--- config.mk ---
export PLATFORM = sky130hd
export DESIGN_NAME = filtro_botao
export DESIGN_NICKNAME = d
export VERILOG_FILES = /design/src/rtl/filtro_pkg.sv /design/src/rtl/sincronizador.sv /design/src/rtl/filtro_botao.sv
export SDC_FILE = /design/constraint.sdc
export NUM_CORES = 1
export LEC_CHECK = 0
export BUFFER_PORTS_ARGS = -buffer_cell sky130_fd_sc_hd__buf_2
export CAP_MARGIN = 20
export CORE_AREA = 2 2 39 41
export CTS_BUF_LIST = sky130_fd_sc_hd__clkbuf_8
export DETAILED_ROUTE_END_ITERATION = 6
export DIE_AREA = 0 0 41 43
export HOLD_SLACK_MARGIN = 0.1
export PLACE_DENSITY_LB_ADDON = 0.2
export SETUP_SLACK_MARGIN = 0.4
export SYNTH_ARGS = -nofsm -noshare
export SYNTH_HDL_FRONTEND = slang
export SYNTH_HIERARCHICAL = 1
export SYNTH_SLANG_ARGS = --single-unit
export TNS_END_PERCENT = 1
--- constraint.sdc ---
create_clock -name clk -period 1.35 [get_ports clk]
set_input_delay 0.0675 -clock clk [delete_from_list [all_inputs] [get_ports clk]]
set_output_delay 0.0675 -clock clk [all_outputs]
set_load 0.005 [all_outputs]
--- src/rtl/filtro_pkg.sv ---
// filtro_pkg: shared FSM state type and default parameters for the button filter.
package filtro_pkg;
  typedef enum logic [1:0] {
    IDLE,
    CONFIRM_PRESS,
    PRESSED,
    CONFIRM_RELEASE
  } state_t;
  localparam int DEBOUNCE_CYCLES_DEF = 16;
  localparam int REPEAT_DELAY_DEF    = 1000;
  localparam int REPEAT_PERIOD_DEF   = 250;
endpackage

--- src/rtl/sincronizador.sv ---
// sincronizador: two-flop synchronizer bringing an asynchronous level into the clk domain.
module sincronizador (
  input  logic clk,
  input  logic rst,
  input  logic i_d,
  output logic o_q
);
  logic r_meta;
  logic r_q;
  always_ff @(posedge clk or negedge rst) begin
    if (!rst) begin
      r_meta <= 1'b0;
      r_q    <= 1'b0;
    end else begin
      r_meta <= i_d;
      r_q    <= r_meta;
    end
  end
  assign o_q = r_q;
endmodule

--- src/rtl/filtro_botao.sv ---
// filtro_botao: button debouncer with registered level and press strobe.
// Optional auto-repeat while held is enabled by defining FILTRO_AUTOREPEAT_EN.
module filtro_botao
  import filtro_pkg::*;
#(
  parameter int DEBOUNCE_CYCLES = DEBOUNCE_CYCLES_DEF,
  parameter int REPEAT_DELAY    = REPEAT_DELAY_DEF,
  parameter int REPEAT_PERIOD   = REPEAT_PERIOD_DEF
) (
  input  logic clk,
  input  logic rst,
  input  logic btn_in,
  output logic btn_level,
  output logic btn_pulse
);
  localparam int CW = $clog2(DEBOUNCE_CYCLES);
  localparam logic [CW-1:0] CNT_LAST = CW'(DEBOUNCE_CYCLES - 1);
  logic          w_sync;
  state_t        r_state;
  state_t        w_next;
  logic [CW-1:0] r_cnt;
  logic [CW-1:0] w_cnt_next;
  logic          r_level;
  logic          r_pulse;
  logic          w_press;
  logic          w_repeat;
  sincronizador u_sync (
    .clk (clk),
    .rst (rst),
    .i_d (btn_in),
    .o_q (w_sync)
  );
  always_ff @(posedge clk or negedge rst) begin
    if (!rst) begin
      r_state <= IDLE;
      r_cnt   <= '0;
    end else begin
      r_state <= w_next;
      r_cnt   <= w_cnt_next;
    end
  end
  // Confirm states count consecutive samples at the candidate level; any contrary sample aborts.
  always_comb begin
    w_next     = r_state;
    w_cnt_next = '0;
    case (r_state)
      IDLE:            w_next = w_sync ? CONFIRM_PRESS : IDLE;
      CONFIRM_PRESS: begin
        w_next     = !w_sync ? IDLE : (r_cnt == CNT_LAST) ? PRESSED : CONFIRM_PRESS;
        w_cnt_next = (w_sync && r_cnt != CNT_LAST) ? r_cnt + 1'b1 : '0;
      end
      PRESSED:         w_next = w_sync ? PRESSED : CONFIRM_RELEASE;
      CONFIRM_RELEASE: begin
        w_next     = w_sync ? PRESSED : (r_cnt == CNT_LAST) ? IDLE : CONFIRM_RELEASE;
        w_cnt_next = (!w_sync && r_cnt != CNT_LAST) ? r_cnt + 1'b1 : '0;
      end
      default:         w_next = IDLE;
    endcase
  end
  assign w_press = (r_state == CONFIRM_PRESS) && (w_next == PRESSED);
`ifdef FILTRO_AUTOREPEAT_EN
  localparam int RMAX = (REPEAT_DELAY > REPEAT_PERIOD) ? REPEAT_DELAY : REPEAT_PERIOD;
  localparam int RW   = $clog2(RMAX + 1);
  logic [RW-1:0] r_rep;
  logic          r_first;
  logic          w_rep_hit;
  assign w_rep_hit = (r_state == PRESSED) &&
                     (r_rep == (r_first ? RW'(REPEAT_DELAY - 1) : RW'(REPEAT_PERIOD - 1)));
  // Counts only in PRESSED; CONFIRM_RELEASE freezes it so a bounce back resumes the schedule.
  always_ff @(posedge clk or negedge rst) begin
    if (!rst) begin
      r_rep   <= '0;
      r_first <= 1'b1;
    end else if (r_state == PRESSED) begin
      r_rep   <= w_rep_hit ? '0 : r_rep + 1'b1;
      r_first <= r_first && !w_rep_hit;
    end else if (r_state != CONFIRM_RELEASE) begin
      r_rep   <= '0;
      r_first <= 1'b1;
    end
  end
  assign w_repeat = w_rep_hit;
`else
  logic w_unused;
  assign w_unused = ^{REPEAT_DELAY, REPEAT_PERIOD};
  assign w_repeat = 1'b0;
`endif
  always_ff @(posedge clk or negedge rst) begin
    if (!rst) begin
      r_level <= 1'b0;
      r_pulse <= 1'b0;
    end else begin
      r_level <= (w_next == PRESSED) || (w_next == CONFIRM_RELEASE);
      r_pulse <= w_press || w_repeat;
    end
  end
  assign btn_level = r_level;
  assign btn_pulse = r_pulse;
endmodule

Word level (Yosys, flattened, before mapping)
Cells that the tools add are included.
{ "word_totals": {"reg_bits": 10, "inputBits": 3, "out_inout_bits": 2, "word_cells": 30} }
{ "op_classes": {"n_addsub": 1, "n_eq_ne": 7, "muxes": 10, "reduce_logical": 6} }
{ "ops": {"columns": ["op", "n"], "rows": [
  ["2-bit equality test (second input constant)", 4],
  ["2-bit 2-to-1 mux", 4],
  ["4-bit 2-to-1 mux", 2],
  ["2-bit one-hot mux with 4 select lines", 1],
  ["4-bit one-hot mux with 2 select lines", 1],
  ["4-bit by 1-bit adder with 4-bit output (second input constant)", 1],
  ["4-bit equality test (second input constant)", 1],
  ["4-bit != test (second input constant)", 1],
  ["1-bit logical AND", 3],
  ["2-bit by 1-bit equality test with 1-bit output (second input constant)", 1],
  ["2-bit logical NOT", 1],
  ["1-bit 2-to-1 mux", 2],
  ["1-bit logical NOT", 1],
  ["1-bit logical OR", 1]
]} }

Depth between registers and ports, before layout
{ "depth": {"word_depth": 6, "mapped_depth": 4, "ltp_nobuf": 4} }

Cells and area by module
Netlist, hierarchy kept.
{ "by_module_without_submodules": {"columns": ["module", "n_inst", "cells_per_inst", "area_each_um2", "seq_area_each_um2"], "rows": [
  ["filtro_botao", 1, 25, 325.3, 200.2],
  ["sincronizador", 1, 2, 50.0, 50.0]
]} }

Worst setup path before layout
No wires, ideal clock.
{ "synth_timing": {"kind": "reg2reg", "start": "register r_cnt[0]", "end": "register r_level, in the netlist btn_level", "setup_time_ns": 0.128, "arrival_time_ns": 1.046, "t_required_ns": 1.222, "slack_ns": 0.176, "stages_incl_launch_ff": 4, "path_buffers": 0, "period_less_slack_ns": 1.174, "cell_sequence": "dfrtp_1 ha_1 nand4_2 mux2_1"} }
{ "synth_between": {"elab_chain_len": 6, "word_cells_on_any_way": 9, "classes_between": "eq/ne: 3; mux: 5; reduce/logical: 1"} }
{ "synth_rtl": {"columns": ["item", "line", "source"], "rows": [
  ["start: declaration", "filtro_botao.sv:21", "logic [CW-1:0] r_cnt;"],
  ["start signal: assignment", "filtro_botao.sv:39", "r_cnt <= w_cnt_next;"],
  ["4-bit equality test *", "filtro_botao.sv:49, filtro_botao.sv:54", null],
  ["2-bit 2-to-1 mux (on tied branches) (2 in series)", "filtro_botao.sv:54, filtro_botao.sv:49", null],
  ["2-bit one-hot mux with 4 select lines *", "filtro_botao.sv:46", "case (r_state)"],
  ["2-bit equality test", "filtro_botao.sv:93", "r_level <= (w_next == PRESSED) || (w_next == CONFIRM_RELEASE);"],
  ["1-bit logical OR *", "filtro_botao.sv:93", null],
  ["end signal: assignment", "filtro_botao.sv:93", null],
  ["end: declaration", "filtro_botao.sv:23", "logic r_level;"]
]} }
Every way passes the cells marked *; elsewhere a longest branch is shown, timed or not.

Worst setup path in the final report
Same ends and word-level chain as after synthesis.

==> impl_metrics.csv <==
group,metric,value,unit
clock_tree,root_buffer,"clkbuf_8",
critical_path,worstPathArrival,1.21,ns
sta,period_share,81.1,%
floorplanning,dieArea,0.00176,sq mm
clock_tree,clkTransAtPathRegs,0.04,ns
logic_synthesis,yosysTopAreaCell,"dfrtp_1",
sta,skew,0.00324,ns
detailed_routing,routed_wl,567,microns
logic_synthesis,syn_inst,27,
detailed_routing,via_per_inst,4.33,
global_route,grt_max_degree,11,
sta,max_freq,914,MHz
hold_path,holdCritPathClass,"primary input to async pin",
clock_tree,insertion_delay,0.23,ns
power,power_density,1210,mW/mm^2
global_route,gr-total-overflow,0,
floorplanning,initial_core_util,27.1,%
logic_synthesis,synthesis.nets,31,
power,vdd_drop_max,0.942,mV
placement,dp_hpwl,381,microns
final_layout,mostFrequentLayoutCells,"dfrtp_1, buf_2, nand3_1, nor2_1, clkbuf_8",
final_layout,area_growth,40.7,%
global_route,grt_pass1_wl,986,microns
sta,maxSlewViolCount,0,
sta,hold_viol,0,
run,drv_cap,0,
critical_path,cp_slowest_stage_delay,0.41,ns
logic_synthesis,synth_top_cell_area_share,66.7,%
final_layout,finalNetCount,44,
detailed_routing,vias,234,
final_layout,layout-drive-gt1-share,39.5,%
detailed_routing,first_iter_violations,4,
clock_tree,cts_tree,"done",
critical_path,critPathCaptureType,"flop",
logic_synthesis,ys.warnings.count,6,
clock_tree,clock-sinks,10,
logic_synthesis,syn_area_per_cell,13.9,sq um
power,power_leakage,0.275,nW
critical_path,reg2reg_depth,3,
detailed_routing,wire_per_inst,10.5,microns
detailed_routing,first_pass_iters,2,
sta,max_slew.worst_pin.slew,0.222,ns
critical_path,startpoint_type,"flop",
final_layout,diodes,0,
sta,report.final.setup_viol,0,
placement,port_buffers,4,
critical_path,crit_fanout,4,
floorplanning,die_y,43,microns
floorplanning,chipWidth,41,microns
sta,fin_crit,1.09,ns
final_layout,final_common_cell,"dfrtp_1",
logic_synthesis,synth-seq-area-share,66.7,%
detailed_routing,drc,0,
critical_path,crit_chain,"ha_4, nand4_4, mux2_4",
sta,slew_headroom,85.2,%
clock_tree,htreeDepth,1,
sta,tns,0,ns
sta,fin_hold_ws,0.220,ns
critical_path,critPathSlowestCell,"dfrtp_1",
detailed_routing,antenna_left,0,
critical_path,path_class,"flop to flop",
outcome,status,"complete, no violations",
placement,place_congestion,0.652,
global_route,grt_pass1_vias,225,
clock_tree,clk_path_buf_depth,2,
floorplanning,rows,14,
critical_path,cp.required,1.46,ns
floorplanning,core_area,0.00138,sq mm
logic_synthesis,synth-seq-cells,10,
global_route,antenna_found_initial,0,
clock_tree,cts_buffers,3,
sta,rsz0062_at_grt,"yes",
logic_synthesis,synthTopCellsByArea,"dfrtp_1, xor2_1, mux2_1",
logic_synthesis,syn_area,375,sq um
floorplanning,io_pins,5,
logic_synthesis,yosys.cell_types.count,11,
global_route,grt_usage,8.83,%
[flip-flops by register name, indices dropped and copies added (netlist names)]
register,count
r_cnt,4
btn_level,1
u_sync/o_q,1
r_state,2
u_sync/r_meta,1
btn_pulse,1
[synth_stat cells, drive strengths merged]
master	instances
nand3	3
inv	1
mux2	2
and2	1
and3	1
xor2	3
ha	1
nor3b	1
dfrtp	10
nor2	3
nand4	1
[area by class of cell]
type | count | area, sq um
Fill cell | 138 | 856
Timing Repair Buffer | 8 | 55.1
Clock buffer | 3 | 41.3
Sequential cell | 10 | 250
Inverter | 1 | 3.75
Tap cell | 16 | 20.0
Multi-Input combinational cell | 16 | 158
[final timing paths]
path                               start    endpoint  slack (ns)
hold / removal                       rst   btn_pulse        0.22
setup / recovery                r_cnt[0]   btn_level        0.26
max in group asynchronous            rst    r_cnt[3]        0.94
setup reg to reg                r_cnt[0]   btn_level        0.26
hold reg to reg            u_sync/r_meta  u_sync/o_q        0.35
min in group clk           u_sync/r_meta  u_sync/o_q        0.35
[report_power, final]
group | leakage [nW] | internal, mW | switching (mW) | total, mW
combinational | 0.121 | 0.0148 | 0.0128 | 0.0276
sequential | 0.132 | 0.308 | 0.00772 | 0.316
clock | 0.0216 | 0.194 | 0.101 | 0.295
total | 0.275 | 0.517 | 0.122 | 0.639
[timing repair]
action,4_1_cts,5_1_grt
gates resized for setup,0,1
hold endpoints to repair,11,0
hold buffers,2,0
endpoints found under the setup margin,8,8
setup buffers,1,1
[routing by layer]
layer / vias up / wire length, microns / global-route usage [%]
li1: 113 / - / -
met1: 112 / 256 / 10.7
met2: 9 / 257 / 10.6
met3: 0 / 54 / 7.85
met4: 0 / 0 / 4.00
met5: - / 0 / 0
[critical path, delay by kind of cell, from the launching register on]
kind	cells	cell delay (ns)
fa+ha+maj	1	0.19
flops	1	0.41
mux	1	0.30
simple gates	1	0.08
[through the flow]
step	cells	instance area [sq um]	total power [mW]	util (%)	setup WS (ns)
2_1_floorplan	27	404	0.328	-	0.281
3_3_place_gp	47	444	0.338	32.1	0.254
3_5_place_dp	47	444	0.339	32.1	0.242
4_1_cts	53	513	0.643	37.1	0.259
5_1_grt	54	528	0.678	38.2	0.221
6_report	54	528	0.639	38.2	0.256
[kinds of logic (layout without fill, tap and decap cells)]
kind of cell	Yosys count	in the layout	synth area share, %
flip-flops	10	10	66.7
multiplexers	2	2	6.00
AND/OR/NAND/NOR	10	10	16.0
buffers and inverters	1	12	0.999
XOR/XNOR	3	3	7.00
adder cells (fa/ha/maj)	1	1	3.33
(Power assumes the default switching activity.)
